--- src/rtl/ftsd_scan_ctl_pkg.sv ---
// ftsd_scan_ctl_pkg: shared constants and types for the 14-segment
// display scan controller.
//   FTSD_DIGIT_NUM     number of multiplexed digits
//   FTSD_CTL_OFF       digit-enable pattern with every digit dark (active-low)
//   FTSD_BCD_BIT_WIDTH width of one BCD digit
//   ftsd_snap_t        one frame's snapshot: digits, dp requests, blank flag
//   lead_sup()         leading-zero suppression decision for one slot
package ftsd_scan_ctl_pkg;

    localparam int                FTSD_DIGIT_NUM     = 4;
    localparam int                FTSD_BCD_BIT_WIDTH = 4;
    localparam logic [3:0]        FTSD_CTL_OFF       = 4'b1111;

    typedef logic [FTSD_DIGIT_NUM-1:0][FTSD_BCD_BIT_WIDTH-1:0] ftsd_digits_t;

    typedef struct packed {
        ftsd_digits_t              d;   // d[0] is the rightmost digit
        logic [FTSD_DIGIT_NUM-1:0] dp;  // decimal-point requests, active-high
        logic                      bl;  // leading-zero suppression enable
    } ftsd_snap_t;

    // Digit s is dark when suppression is on and it and every digit to its
    // left are zero. The rightmost digit always shows so "0" stays visible.
    function automatic logic lead_sup(input ftsd_digits_t d, input logic bl,
                                      input logic [1:0] s);
        logic sup;
        sup = bl && (s != 2'd0);
        for (int k = 1; k < FTSD_DIGIT_NUM; k++) begin
            if (k >= int'(s) && d[k] != '0) sup = 1'b0;
        end
        return sup;
    endfunction

endpackage

--- src/rtl/ftsd_scan_counter.sv ---
// ftsd_scan_counter: slot timing for the display scan.
//   clk, rst     clock and synchronous active-high reset
//   cnt_nxt      cycle-in-slot value for the coming cycle
//   slot_nxt     slot (digit) index for the coming cycle
//   frame_end    high on the cycle whose closing edge ends slot 3
//   frame_start  registered pulse on the first cycle of slot 0
module ftsd_scan_counter #(
    parameter int SCAN_DIV = 50000,
    localparam int CW      = $clog2(SCAN_DIV)
) (
    input  logic          clk,
    input  logic          rst,
    output logic [CW-1:0] cnt_nxt,
    output logic [1:0]    slot_nxt,
    output logic          frame_end,
    output logic          frame_start
);

    localparam logic [CW-1:0] LAST = CW'(SCAN_DIV - 1);

    logic [CW-1:0] cnt;
    logic [1:0]    slot;
    // Cleared by reset so the first edge after release lands on slot 0,
    // cnt 0 rather than skipping straight to cnt 1.
    logic          run;

    always_comb begin
        frame_end = run && (slot == 2'd3) && (cnt == LAST);
        cnt_nxt   = cnt + 1'b1;
        slot_nxt  = slot;
        if (!run) begin
            cnt_nxt  = '0;
            slot_nxt = 2'd0;
        end else if (cnt == LAST) begin
            cnt_nxt  = '0;
            slot_nxt = slot + 2'd1;
        end
    end

    always_ff @(posedge clk) begin
        if (rst) begin
            cnt         <= '0;
            slot        <= 2'd0;
            run         <= 1'b0;
            frame_start <= 1'b0;
        end else begin
            cnt         <= cnt_nxt;
            slot        <= slot_nxt;
            run         <= 1'b1;
            frame_start <= (slot_nxt == 2'd0) && (cnt_nxt == '0);
        end
    end

endmodule

--- src/rtl/ftsd_scan_ctl.sv ---
// ftsd_scan_ctl: four-digit 14-segment display scan controller.
// Snapshots the digits once per frame, rotates one slot per digit, blanks
// all digits for BLANK_CYCLES at the start of each slot, and optionally
// suppresses leading zeros.
//   clk, rst        clock and synchronous active-high reset
//   in0..in3        BCD digits, in0 rightmost
//   dp_in           decimal-point requests, bit i for digit i
//   blank_lead      leading-zero suppression enable
//   bcd             BCD value of the current slot, to the decoder
//   ftsd_ctl        active-low digit enables
//   dp              active-low decimal point for the current slot
//   frame_start     pulse on the first cycle of slot 0
module ftsd_scan_ctl
    import ftsd_scan_ctl_pkg::*;
#(
    parameter int SCAN_DIV     = 50000,
    parameter int BLANK_CYCLES = 500
) (
    input  logic                          clk,
    input  logic                          rst,
    input  logic [FTSD_BCD_BIT_WIDTH-1:0] in0,
    input  logic [FTSD_BCD_BIT_WIDTH-1:0] in1,
    input  logic [FTSD_BCD_BIT_WIDTH-1:0] in2,
    input  logic [FTSD_BCD_BIT_WIDTH-1:0] in3,
    input  logic [FTSD_DIGIT_NUM-1:0]     dp_in,
    input  logic                          blank_lead,
    output logic [FTSD_BCD_BIT_WIDTH-1:0] bcd,
    output logic [FTSD_DIGIT_NUM-1:0]     ftsd_ctl,
    output logic                          dp,
    output logic                          frame_start
);

    localparam int            CW      = $clog2(SCAN_DIV);
    localparam logic [CW-1:0] BLANK_C = CW'(BLANK_CYCLES);

    logic [CW-1:0] cnt_nxt;
    logic [1:0]    slot_nxt;
    logic          frame_end;

    ftsd_scan_counter #(.SCAN_DIV(SCAN_DIV)) u_cnt (
        .clk         (clk),
        .rst         (rst),
        .cnt_nxt     (cnt_nxt),
        .slot_nxt    (slot_nxt),
        .frame_end   (frame_end),
        .frame_start (frame_start)
    );

    ftsd_snap_t snap, snap_nxt;
    logic       off;

    // Outputs are registered from next-state, so the snapshot taken on the
    // frame-closing edge must already feed slot 0's first cycle.
    always_comb begin
        snap_nxt = snap;
        if (frame_end) begin
            snap_nxt.d  = {in3, in2, in1, in0};
            snap_nxt.dp = dp_in;
            snap_nxt.bl = blank_lead;
        end
        off = (cnt_nxt < BLANK_C) || lead_sup(snap_nxt.d, snap_nxt.bl, slot_nxt);
    end

    always_ff @(posedge clk) begin
        if (rst) begin
            snap     <= '0;
            bcd      <= '0;
            ftsd_ctl <= FTSD_CTL_OFF;
            dp       <= 1'b1;
        end else begin
            snap     <= snap_nxt;
            bcd      <= snap_nxt.d[slot_nxt];
            ftsd_ctl <= off ? FTSD_CTL_OFF : ~(4'b0001 << slot_nxt);
            dp       <= off ? 1'b1 : ~snap_nxt.dp[slot_nxt];
        end
    end

endmodule
--- config.mk ---
export PLATFORM = sky130hd
export DESIGN_NAME = ftsd_scan_ctl
export DESIGN_NICKNAME = d
export VERILOG_FILES = /design/src/rtl/ftsd_scan_ctl_pkg.sv /design/src/rtl/ftsd_scan_counter.sv /design/src/rtl/ftsd_scan_ctl.sv
export SDC_FILE = /design/constraint.sdc
export NUM_CORES = 1
export LEC_CHECK = 0
export BUFFER_PORTS_ARGS = -buffer_cell sky130_fd_sc_hd__buf_2
export CAP_MARGIN = 20
export CORE_MARGIN = 4
export CORE_UTILIZATION = 25
export CTS_CLUSTER_DIAMETER = 40
export CTS_CLUSTER_SIZE = 30
export DETAILED_ROUTE_END_ITERATION = 12
export SYNTH_ARGS = -nofsm -noshare
export SYNTH_HDL_FRONTEND = slang
export SYNTH_SLANG_ARGS = --single-unit
--- constraint.sdc ---
create_clock -name clk -period 8.1 [get_ports clk]
set_input_delay 1.62 -clock clk [delete_from_list [all_inputs] [get_ports clk]]
set_output_delay 1.62 -clock clk [all_outputs]
set_load 0.02 [all_outputs]
### After elaboration in Yosys (flattened, before gate mapping)

Cells that the tools add are included.

| operators by class | value |
|---|---|
| shift operators | 1 |
| reduce and logical (&&, ||, !) cells | 14 |
| $lt $le $gt $ge | 4 |
| equal/unequal tests | 2 |
| add/subtract/negate cells | 2 |
| bitwise gates (word level) | 2 |
| multiplexer cells | 13 |

Operators by type and width:

| cell | count |
|---|---|
| $mux 16 | 2 |
| $mux 21 | 1 |
| $add 16x1->16 const B | 1 |
| $eq 16x16->1 const B | 1 |
| $logic_not 16->1 | 1 |
| $lt 16x9->1 const B | 1 |
| $reduce_bool 4->1 | 3 |
| $bmux 4 s2 | 1 |
| $logic_and 1x1->1 | 6 |
| $mux 1 | 5 |
| $mux 2 | 2 |
| $mux 4 | 1 |
| $not 4->4 | 1 |
| $shl 1x2->4 const A | 1 |
| $lt 2x3->1 const B | 1 |
| $add 2x1->2 const B | 1 |
| $bmux 1 s2 | 1 |
| $eq 2x2->1 const B | 1 |
| $ge 1x2->1 const A | 1 |
| $ge 2x2->1 const A | 1 |
| $logic_not 2->1 | 1 |
| $reduce_bool 2->1 | 1 |
| $reduce_or 2->1 | 1 |
| $logic_or 1x1->1 | 1 |
| $not 1->1 | 1 |

| word-level totals | value |
|---|---|
| output and inout port bits | 10 |
| register bits after elaboration | 50 |
| word-level logic and storage cells | 51 |
| input bits | 23 |

### Longest topological paths before layout

Gate-level depths: netlist (run 1).

| depth | value |
|---|---|
| depth in word-level cells | 11 |
| gate-level depth with buffers | 11 |
| depth with buffers taken out | 8 |

### By module

Synthesis (run 1) repeated with hierarchy kept, for this count alone.

| second synthesis, totals | value |
|---|---|
| cells, all modules | 274 |
| area total of the unflattened synthesis | 2567.5 µm² |

By module, submodules not included:

| module | instances | area each (µm²) | sequential area each (µm²) | cells an instance |
|---|---|---|---|---|
| ftsd_scan_ctl | 1 | 1420.1 | 600.6 | 134 |
| ftsd_scan_counter | 1 | 1147.4 | 400.4 | 140 |

### Worst setup path after synthesis (run 1)

No wires, ideal clock.

| path | value |
|---|---|
| kind | input to register |
| from | in rst |
| to | reg ftsd_ctl[1] |
| arrival time | 2.539 ns |
| path slack | 5.434 ns |
| data required time | 7.973 ns |
| library setup time | 0.127 ns |
| stages | 6 |
| buffers on the path | 1 |
| cell sequence | clkbuf_1 > inv_1 > nand3_1 > inv_1 > o211ai_1 > or3_1 |

| on the way | value |
|---|---|
| word-level cells in the longest chain between the ends | 1 |

Ends and longest elaborated chain:

| element | line | text |
|---|---|---|
| start, declared | ftsd_scan_ctl.sv:20 | `input logic rst,` |
| $reduce_or 2->1 (no line) | n/a |  |
| end signal, assigned | ftsd_scan_ctl.sv:73 | `ftsd_ctl <= off ? FTSD_CTL_OFF : ~(4'b0001 << slot_nxt);` |
| end, declared | ftsd_scan_ctl.sv:28 | `output logic [FTSD_DIGIT_NUM-1:0] ftsd_ctl,` |

Every way passes these cells.
A chain may end at the register's enable or synchronous reset.

### Final worst setup path (run 1)

| path | value |
|---|---|
| from | reg u_cnt.cnt[0] |
| to | reg dp |

| on the way | value |
|---|---|
| word-level cells in the longest chain between the ends | 10 |
| elaborated cells on any way between the ends | 26 |
| classes of those cells | add/sub (1); order compare (3); eq/ne (1); mux (10); bitwise (1); reduce/logical (10) |

Ends and longest elaborated chain:

| element | line | text |
|---|---|---|
| start, declared | ftsd_scan_counter.sv:21 | `logic [CW-1:0] cnt;` |
| start signal, assigned | ftsd_scan_counter.sv:47 | `cnt <= cnt_nxt;` |
| parallel branches: the longest is 10 deep, another holds $add 16x1->16 | n/a |  |
| end signal, assigned | ftsd_scan_ctl.sv:74 | `dp <= off ? 1'b1 : ~snap_nxt.dp[slot_nxt];` |
| end, declared | ftsd_scan_ctl.sv:29 | `output logic dp,` |

Several ways; the timed one is not identified. The select of a mux whose other input is x is not followed.

==> flow_summary.ini, run 1 <==
[clocking]
holdBufCountCts = 0
clock_latency_ps = 300
cts_tree = yes
cts-resized-gates = 0
htree_levels = 2
max-clock-path-buffers = 2
cts_root_buffer = clkbuf_8
cts_setup_buffers = 0
cts_num_sinks = 50
clkTransAtPathRegs_ps = 80
cts_buffers = 5

[synthesis]
synth_ff_type = dfxtp_1
synth_top_area_share = 0.4092
synth_top_family_by_area = simple AND/OR/NAND/NOR gates
yosysWarnings = 0
synth_area_leaders = dfxtp_1 41%, nor2_1 6.8%, mux2i_1 5.7%
synth-xor-area-share = 0.06138
synth-compound-area-share = 0.09770
synth-seq-cells = 50
synth-edff-count = 0
yosys.area_share.simple = 0.2900
synth_area_um2 = 2446
syn_nets = 310
synthArstFlopShare = 0
ys_seq_area_frac = 0.4092
synth.area.mux_share = 0.09258
synth_fa_ha_area_frac = 0.01023
yosysTopAreaCell = dfxtp_1
syn_inst = 285
avgSynthCellArea_um2 = 8.583
synth_cell_type_count = 46

[finish]
regArea_um2 = 1001
fin_nets = 333
n_fill_cell = 1018
multi_input_area_um2 = 1350
final_util = 0.2952
antenna_cells = 0
drive_gt1_frac = 0.1623
most-common-layout-cells = 50 x dfxtp_1, 44 x nor2_1, 37 x nand2_1, 32 x buf_2, 16 x a21oi_1
area_growth_pct = 13.09
layout.cells.most_common = dfxtp_1
finalInstanceArea_um2 = 2766

[power]
p_per_area_nw_per_um2 = 145.1
clkPwrFrac = 0.340
seqPwrFrac = 0.619
p_sw_w = 0.00008939
p_int_w = 0.0003120
swShare = 0.2227
irDropWorstVdd_v = 0.00005686
p_leak_nw = 1.055
p_comb_frac = 0.041

[sta]
setup_viol = 0
skew_ps = 3.989
max_slew_margin = 0.4277
rsz0062_at_grt = false
fmax_mhz = 296.4
setup_slack_ps = 4726
min_period_over_period = 0.4166
period_minus_slack_ps = 3374
timing.final.hold_violations = 0
final.setup.tns_ps = 0
tightest_slew_ps = 850.6
slew_viol_final = 0

[die]
row_count = 35
die_area_um2 = 11430
io_pins = 33
core-area_um2 = 9371
die_h_um = 106.9
die_w_um = 106.9
initial_core_util = 0.2610

[placement]
place_worst_setup_slack_ps = 4723
hpwl_um = 4338
gp_congestion = 0.8173
portBuffers = 32
post_dp_cell_area_um2 = 2688

[route]
drcViolationCount = 0
firstDrtPassIters = 4
detail_route.iter0.violations = 110
postRouteAntennaNets = 0
wirelength_um = 5684
vias = 2034
via_per_inst = 4.654
wl_per_cell_um = 13.01

[setup_path]
crit_chain = ha_1, nand3_1, nor4_1, nand3_2, mux2i_1, mux2_2, o22ai_1, nand2b_1
cp-end-kind = flop
crit_fanout = 24
crit_path_start_kind = flop
cp.required_ps = 8290
critPathKind = reg2reg
slowest_delay_ps = 790
critPathBufInv = 0
critPathArrivalTime_ps = 3570
crit_family = simple AND/OR/NAND/NOR gates
critPathSlowestCell = nor4_1

[grt]
grt_usage = 0.1038
antenna_found_initial = 0
grt_pass1_wl_um = 9701
grt_max_degree = 26
grt_pass1_vias = 1965
grt_overflow = 0

[hold_path]
min_path_type = reg2reg

[run_status]
status = finished, final reports clean

[run]
maxCapViolCount = 0
-- registers in the layout (all words and copies together) (netlist names) --
register,flops
bcd,4
u_cnt.frame_start,1
u_cnt.slot,2
snap,21
u_cnt.run,1
u_cnt.cnt,16
ftsd_ctl,4
dp,1
-- routing by layer --
metal	routed length, um	vias up	share of wire	GRT usage
met3	358	7	0.063	0.02950
met5	0	-	0	0
met4	97	0	0.017	0.04018
met1	2665	945	0.47	0.1348
met2	2562	37	0.45	0.1628
li1	-	1045	-	-
-- power groups by stage --
| stage | logic [W] | clock network, W | registers [W] |
|---|---|---|---|
| global route | 0.0000184 | 0.000148 | 0.000249 |
| finish | 0.0000166 | 0.000136 | 0.000248 |
| global placement | 0.0000167 | 0 | 0.000254 |
| floorplan | 0.00000793 | 0 | 0.000254 |
| detailed placement | 0.0000168 | 0 | 0.000254 |
| CTS | 0.0000169 | 0.000142 | 0.000248 |
-- path summary, 6_finish.rpt --
path / startpoint / to / slack (ps) / cells after the start
worst max-delay path: u_cnt.cnt[0]$_SDFF_PP0_ / dp$_SDFF_PP1_ / 4730 / 8
worst max register to register: u_cnt.cnt[0]$_SDFF_PP0_ / dp$_SDFF_PP1_ / 4730 / 8
worst min-delay path: snap[0]$_SDFF_PP0_ / snap[0]$_SDFF_PP0_ / 460 / 2
worst min register to register: snap[0]$_SDFF_PP0_ / snap[0]$_SDFF_PP0_ / 460 / 2
-- cells in the mapped netlist, types with 3 or more instances --
master,number
nand3_1,13
xor2_1,8
nor2_1,44
a21oi_1,16
nand2_1,37
nor3_1,7
mux2i_1,14
nand3b_1,4
and2_1,3
o221ai_1,4
nor4_1,7
or3_1,5
mux2_2,3
inv_1,4
dfxtp_1,50
o211ai_1,3
clkbuf_1,12
nand4_1,5
nand2b_1,3
nand4b_1,4
xnor2_1,6
-- stage by stage --
stage	cells	total power (W)	hold slack [ps]
final	437	0.0004013	457.2
after global routing	437	0.0004156	477.1
after CTS	437	0.0004068	458.9
after detailed placement	430	0.0002710	446.5
after global placement	430	0.0002708	442.8
after floorplan	285	0.0002615	431.5
-- worst min-delay path, stage by stage (launching register included) --
cell and delay (ps):
dfxtp_1 320, nand2_1 50, a21oi_1 50
-- cell type report --
class / count / area share
repair buffers: 32 / 0.05789
multi-input cells: 215 / 0.4880
clock inverters: 2 / 0.003618
flip-flops and latches: 50 / 0.3618
inverters: 4 / 0.005427
well taps: 129 / 0.05834
clock buffers: 5 / 0.02488
-- cell families after synthesis --
kind of cell,count (synthesis)
fa+ha+maj,2
simple gates,142
mux,20
xor+xnor,15
compound gates,36
buf+inv,20
flops,50
(Power assumes the default switching activity.)
==> run 2, diff against run 1 <==
Clock period 8.1 ns to 3.15 ns, I/O delays scaled along.
==> run 2 against run 1 <==
Clock skew grew 1.6 ps. Power grew to 2.8 times the previous value. Clock-buffer cell count grew 3. Via count grew 1.5%. Register-to-register slack lost 4400 ps. Cell count grew 1.4%. Clock power grew to 3.1 times the previous value. Largest power group unchanged. Highest routed layer unchanged.
==> flow_summary.ini, run 2 (same netlist as run 1, synthesis figures left out) <==
[route]
wirelength_um = 5733
postRouteAntennaNets = 0
wl_per_cell_um = 12.94
detail_route.iter0.violations = 145
vias = 2065
drcViolationCount = 0
firstDrtPassIters = 4
via_per_inst = 4.661

[grt]
grt_pass1_wl_um = 9694
antenna_found_initial = 0
grt_overflow = 0
grt_pass1_vias = 1993
grt_max_degree = 26
grt_usage = 0.1050

[sta]
setup_viol = 0
tightest_slew_ps = 557.4
setup_slack_ps = 356.7
slew_viol_final = 0
rsz0062_at_grt = false
min_period_over_period = 0.8868
timing.final.hold_violations = 0
max_slew_margin = 0.6255
skew_ps = 5.598
period_minus_slack_ps = 2793
fmax_mhz = 358.0
final.setup.tns_ps = 0

[die]
die_h_um = 106.9
initial_core_util = 0.2610
die_w_um = 106.9
die_area_um2 = 11430
io_pins = 33
row_count = 35
core-area_um2 = 9371

[finish]
final_util = 0.3025
fin_nets = 338
antenna_cells = 0
top_regs = snap (21), u_cnt.cnt (16)
largest_reg_flops = 21
layout.cells.most_common = dfxtp_1
regMostFlops = snap
area_growth_pct = 15.91
most-common-layout-cells = 50 x dfxtp_1, 44 x nor2_1, 37 x nand2_1, 32 x buf_2, 16 x a21oi_1
drive_gt1_frac = 0.1783

[power]
irDropWorstVdd_v = 0.0001295
p_leak_nw = 1.093
p_per_area_nw_per_um2 = 390.5

[clocking]
cts_root_buffer = clkbuf_8
cts-resized-gates = 0
cts_buffers = 5
clock_latency_ps = 300
cts_num_sinks = 50
max-clock-path-buffers = 2
cts_setup_buffers = 0
holdBufCountCts = 0
htree_levels = 2
cts_tree = yes
clkTransAtPathRegs_ps = 90

[placement]
gp_congestion = 0.7672
place_worst_setup_slack_ps = 367.8
hpwl_um = 4475
portBuffers = 32

[setup_path]
crit_fanout = 12
crit_path_start_kind = flop
cp-end-kind = flop
critPathKind = reg2reg
cp.required_ps = 3390
critPathArrivalTime_ps = 3030

[run_status]
status = finished, final reports clean

[run]
maxCapViolCount = 0

[hold_path]
min_path_type = reg2reg
[run 2: cell types whose count changed in the layout (fill, tap and decap cells not counted)]
| cell | previous run | this run |
|---|---|---|
| clkinv_2 | 2 | 0 |
| clkbuf_8 | 5 | 8 |
| buf_4 | 0 | 5 |
[run 2: report_power, final]
part | total [W] | switching [W] | internal (W)
logic | 0.0000437 | 0.0000244 | 0.0000193
clock network | 0.000425 | 0.000203 | 0.000222
registers | 0.000639 | 0.00000448 | 0.000634
total | 0.00111 | 0.000232 | 0.000875
[run 2: layer usage]
metal / global-route usage / routed length (um) / vias up
met5: 0 / 0 / -
met4: 0.03836 / 99 / 0
met3: 0.02709 / 297 / 7
met2: 0.1632 / 2629 / 37
met1: 0.1402 / 2707 / 964
li1: - / - / 1057
[run 2: stage by stage]
stage / total power, W / hold WS [ps] / instance area, um^2 / std cells
final: 0.001107 / 461.2 / 2835 / 443
after global routing: 0.001151 / 481.8 / 2835 / 443
after CTS: 0.001120 / 463.5 / 2835 / 443
after detailed placement: 0.0006979 / 451.4 / 2725 / 435
after global placement: 0.0006976 / 442.6 / 2725 / 435
after floorplan: 0.0006725 / 431.5 / 2446 / 285
[run 2: layout make-up]
| cell class | count | area (um^2) |
|---|---|---|
| sequential | 50 | 1001 |
| fill | 1039 | 6536 |
| clock buffer | 8 | 110.1 |
| timing repair buffer | 37 | 197.7 |
| inverter | 4 | 15.01 |
| tap | 129 | 161.4 |
| multi-input combinational | 215 | 1350 |
[run 2: path summary, 6_finish.rpt]
kind | from | to | slack [ps] | depth (start not counted)
max | u_cnt.cnt[10]$_SDFF_PP0_ | ftsd_ctl[0]$_SDFF_PP1_ | 360 | 8
min | snap[5]$_SDFF_PP0_ | snap[5]$_SDFF_PP0_ | 460 | 2
max reg2reg | u_cnt.cnt[10]$_SDFF_PP0_ | ftsd_ctl[0]$_SDFF_PP1_ | 360 | 8
min reg2reg | snap[5]$_SDFF_PP0_ | snap[5]$_SDFF_PP0_ | 460 | 2
[run 2: critical path, cell delays in order, from the launching register on]
cell and delay (ps):
dfxtp_1 370, or4_4 570, nor4_1 500, nand3_2 380, buf_4 300, a211oi_1 190
o22ai_1 110, o211ai_1 150, nand3b_1 160
==> run 3, diff against run 2 <==
Settings changed: PLACE_DENSITY set to 0.48.
==> run 3 against run 2 <==
Sequential power about the same. First-iteration DRC count down 5.5%. Clock skew up 7.3 ps. Design area down 0.71%. Highest routed layer unchanged. Power down 3.4%. Routed wire length up 4.3%. Die area unchanged. Critical endpoint is now ftsd_ctl[1]$_SDFF_PP1_. Largest cell class unchanged. Global-route usage up 0.30 points.
==> flow_summary.ini, run 3 (same netlist as run 1, synthesis figures left out) <==
[setup_path]
critPathKind = reg2reg
cp.required_ps = 3340
critPathArrivalTime_ps = 3020
crit_fanout = 8
cp-end-kind = flop
crit_path_start_kind = flop

[run_status]
status = finished, final reports clean

[finish]
drive_gt1_frac = 0.1783
most-common-layout-cells = 50 x dfxtp_1, 44 x nor2_1, 37 x nand2_1, 32 x buf_2, 16 x a21oi_1
regMostFlops = snap
area_growth_pct = 15.09
n_fill_cell = 1042
top_regs = snap (21), u_cnt.cnt (16)
largest_reg_flops = 21
fin_nets = 338
antenna_cells = 0
final_util = 0.3004
fin_cells = 443
layout.cells.most_common = dfxtp_1

[route]
vias = 2074
wirelength_um = 5977
drt-met1-wl_um = 3049
met3_length_um = 250
firstDrtPassIters = 4
wl_met2_um = 2621
wl_per_cell_um = 13.49
detail_route.iter0.violations = 137
via_per_inst = 4.682
topRoutingLayerUsed = met4
postRouteAntennaNets = 0
drcViolationCount = 0

[sta]
fmax_mhz = 352.8
skew_ps = 12.87
timing.final.hold_violations = 0
min_period_over_period = 0.8999
rsz0062_at_grt = false
period_minus_slack_ps = 2835
setup_viol = 0
holdWs_ps = 457.4
final.setup.tns_ps = 0
max_slew_margin = 0.6544
tightest_slew_ps = 514.5
slew_viol_final = 0

[die]
io_pins = 33
die_h_um = 106.9
core-area_um2 = 9371
die_area_um2 = 11430
initial_core_util = 0.2610
row_count = 35
die_w_um = 106.9

[grt]
grt_pass1_vias = 2011
grt_usage = 0.1080
grt_overflow = 0
antenna_found_initial = 0
grt_max_degree = 26
grt_pass1_wl_um = 10040

[clocking]
holdBufCountCts = 0
htree_levels = 2
max-clock-path-buffers = 2
cts_buffers = 5
cts_root_buffer = clkbuf_8
clkTransAtPathRegs_ps = 100
cts_setup_buffers = 0
clock_latency_ps = 310
cts-resized-gates = 0
cts_tree = yes
cts_num_sinks = 50

[placement]
hpwl_um = 4475
gp_congestion = 0.7602
dp_cells = 435
portBuffers = 32

[power]
p_leak_nw = 1.080
p_total_w = 0.001069
irDropWorstVdd_v = 0.0002055
p_per_area_nw_per_um2 = 379.7

[run]
maxCapViolCount = 0

[hold_path]
min_path_type = reg2reg
run 3: cell count changes in the layout (fill, tap and decap cells not counted), sizes merged:
cell	delta
clkbuf	-3
clkinv	+2
clkinvlp	+1
run 3: where the power goes:
group	internal [W]	total, W	leakage [nW]	switching (W)
sequential	0.000634	0.000637	0.404	0.00000230
combinational	0.0000201	0.0000471	0.632	0.0000270
clock	0.000157	0.000385	0.0441	0.000229
run 3: routing by layer:
metal | track usage | vias up
li1 | - | 1059
met1 | 0.1545 | 970
met2 | 0.1655 | 40
met3 | 0.02107 | 5
met4 | 0.02922 | 0
met5 | 0 | -
run 3: cell type report:
cell class	instances	area, um^2	share of cell area
multi-input cells	215	1350	0.4796
inverters	4	15.01	0.005333
repair buffers	37	197.7	0.07022
clock inverters	3	21.27	0.007556
clock buffers	5	68.82	0.02444
well taps	129	161.4	0.05733
flip-flops and latches	50	1001	0.3556
run 3: worst max-delay path, cell delays in order (launching register included):
cell,delay [ps]
dfxtp_1,420
ha_1,340
nand3_1,180
or4_4,660
mux2i_4,250
a211oi_1,100
o22ai_1,170
o211ai_1,200
or3_1,380
run 3: path summary, 6_finish.rpt:
kind                                              start                endpoint  slack, ps  depth (start not counted)
worst max-delay path            u_cnt.cnt[0]$_SDFF_PP0_  ftsd_ctl[1]$_SDFF_PP1_        320                          8
worst min-delay path                 snap[0]$_SDFF_PP0_      snap[0]$_SDFF_PP0_        460                          2
worst max register to register  u_cnt.cnt[0]$_SDFF_PP0_  ftsd_ctl[1]$_SDFF_PP1_        320                          8
worst min register to register       snap[0]$_SDFF_PP0_      snap[0]$_SDFF_PP0_        460                          2
run 3: stage by stage:
step / area [um^2] / worst slack, ps
detailed placement: 2725 / 333.8
CTS: 2815 / 304.0
global route: 2815 / 133.4
finish: 2815 / 315.3
floorplan: 2446 / 509.1
global placement: 2725 / 340.5
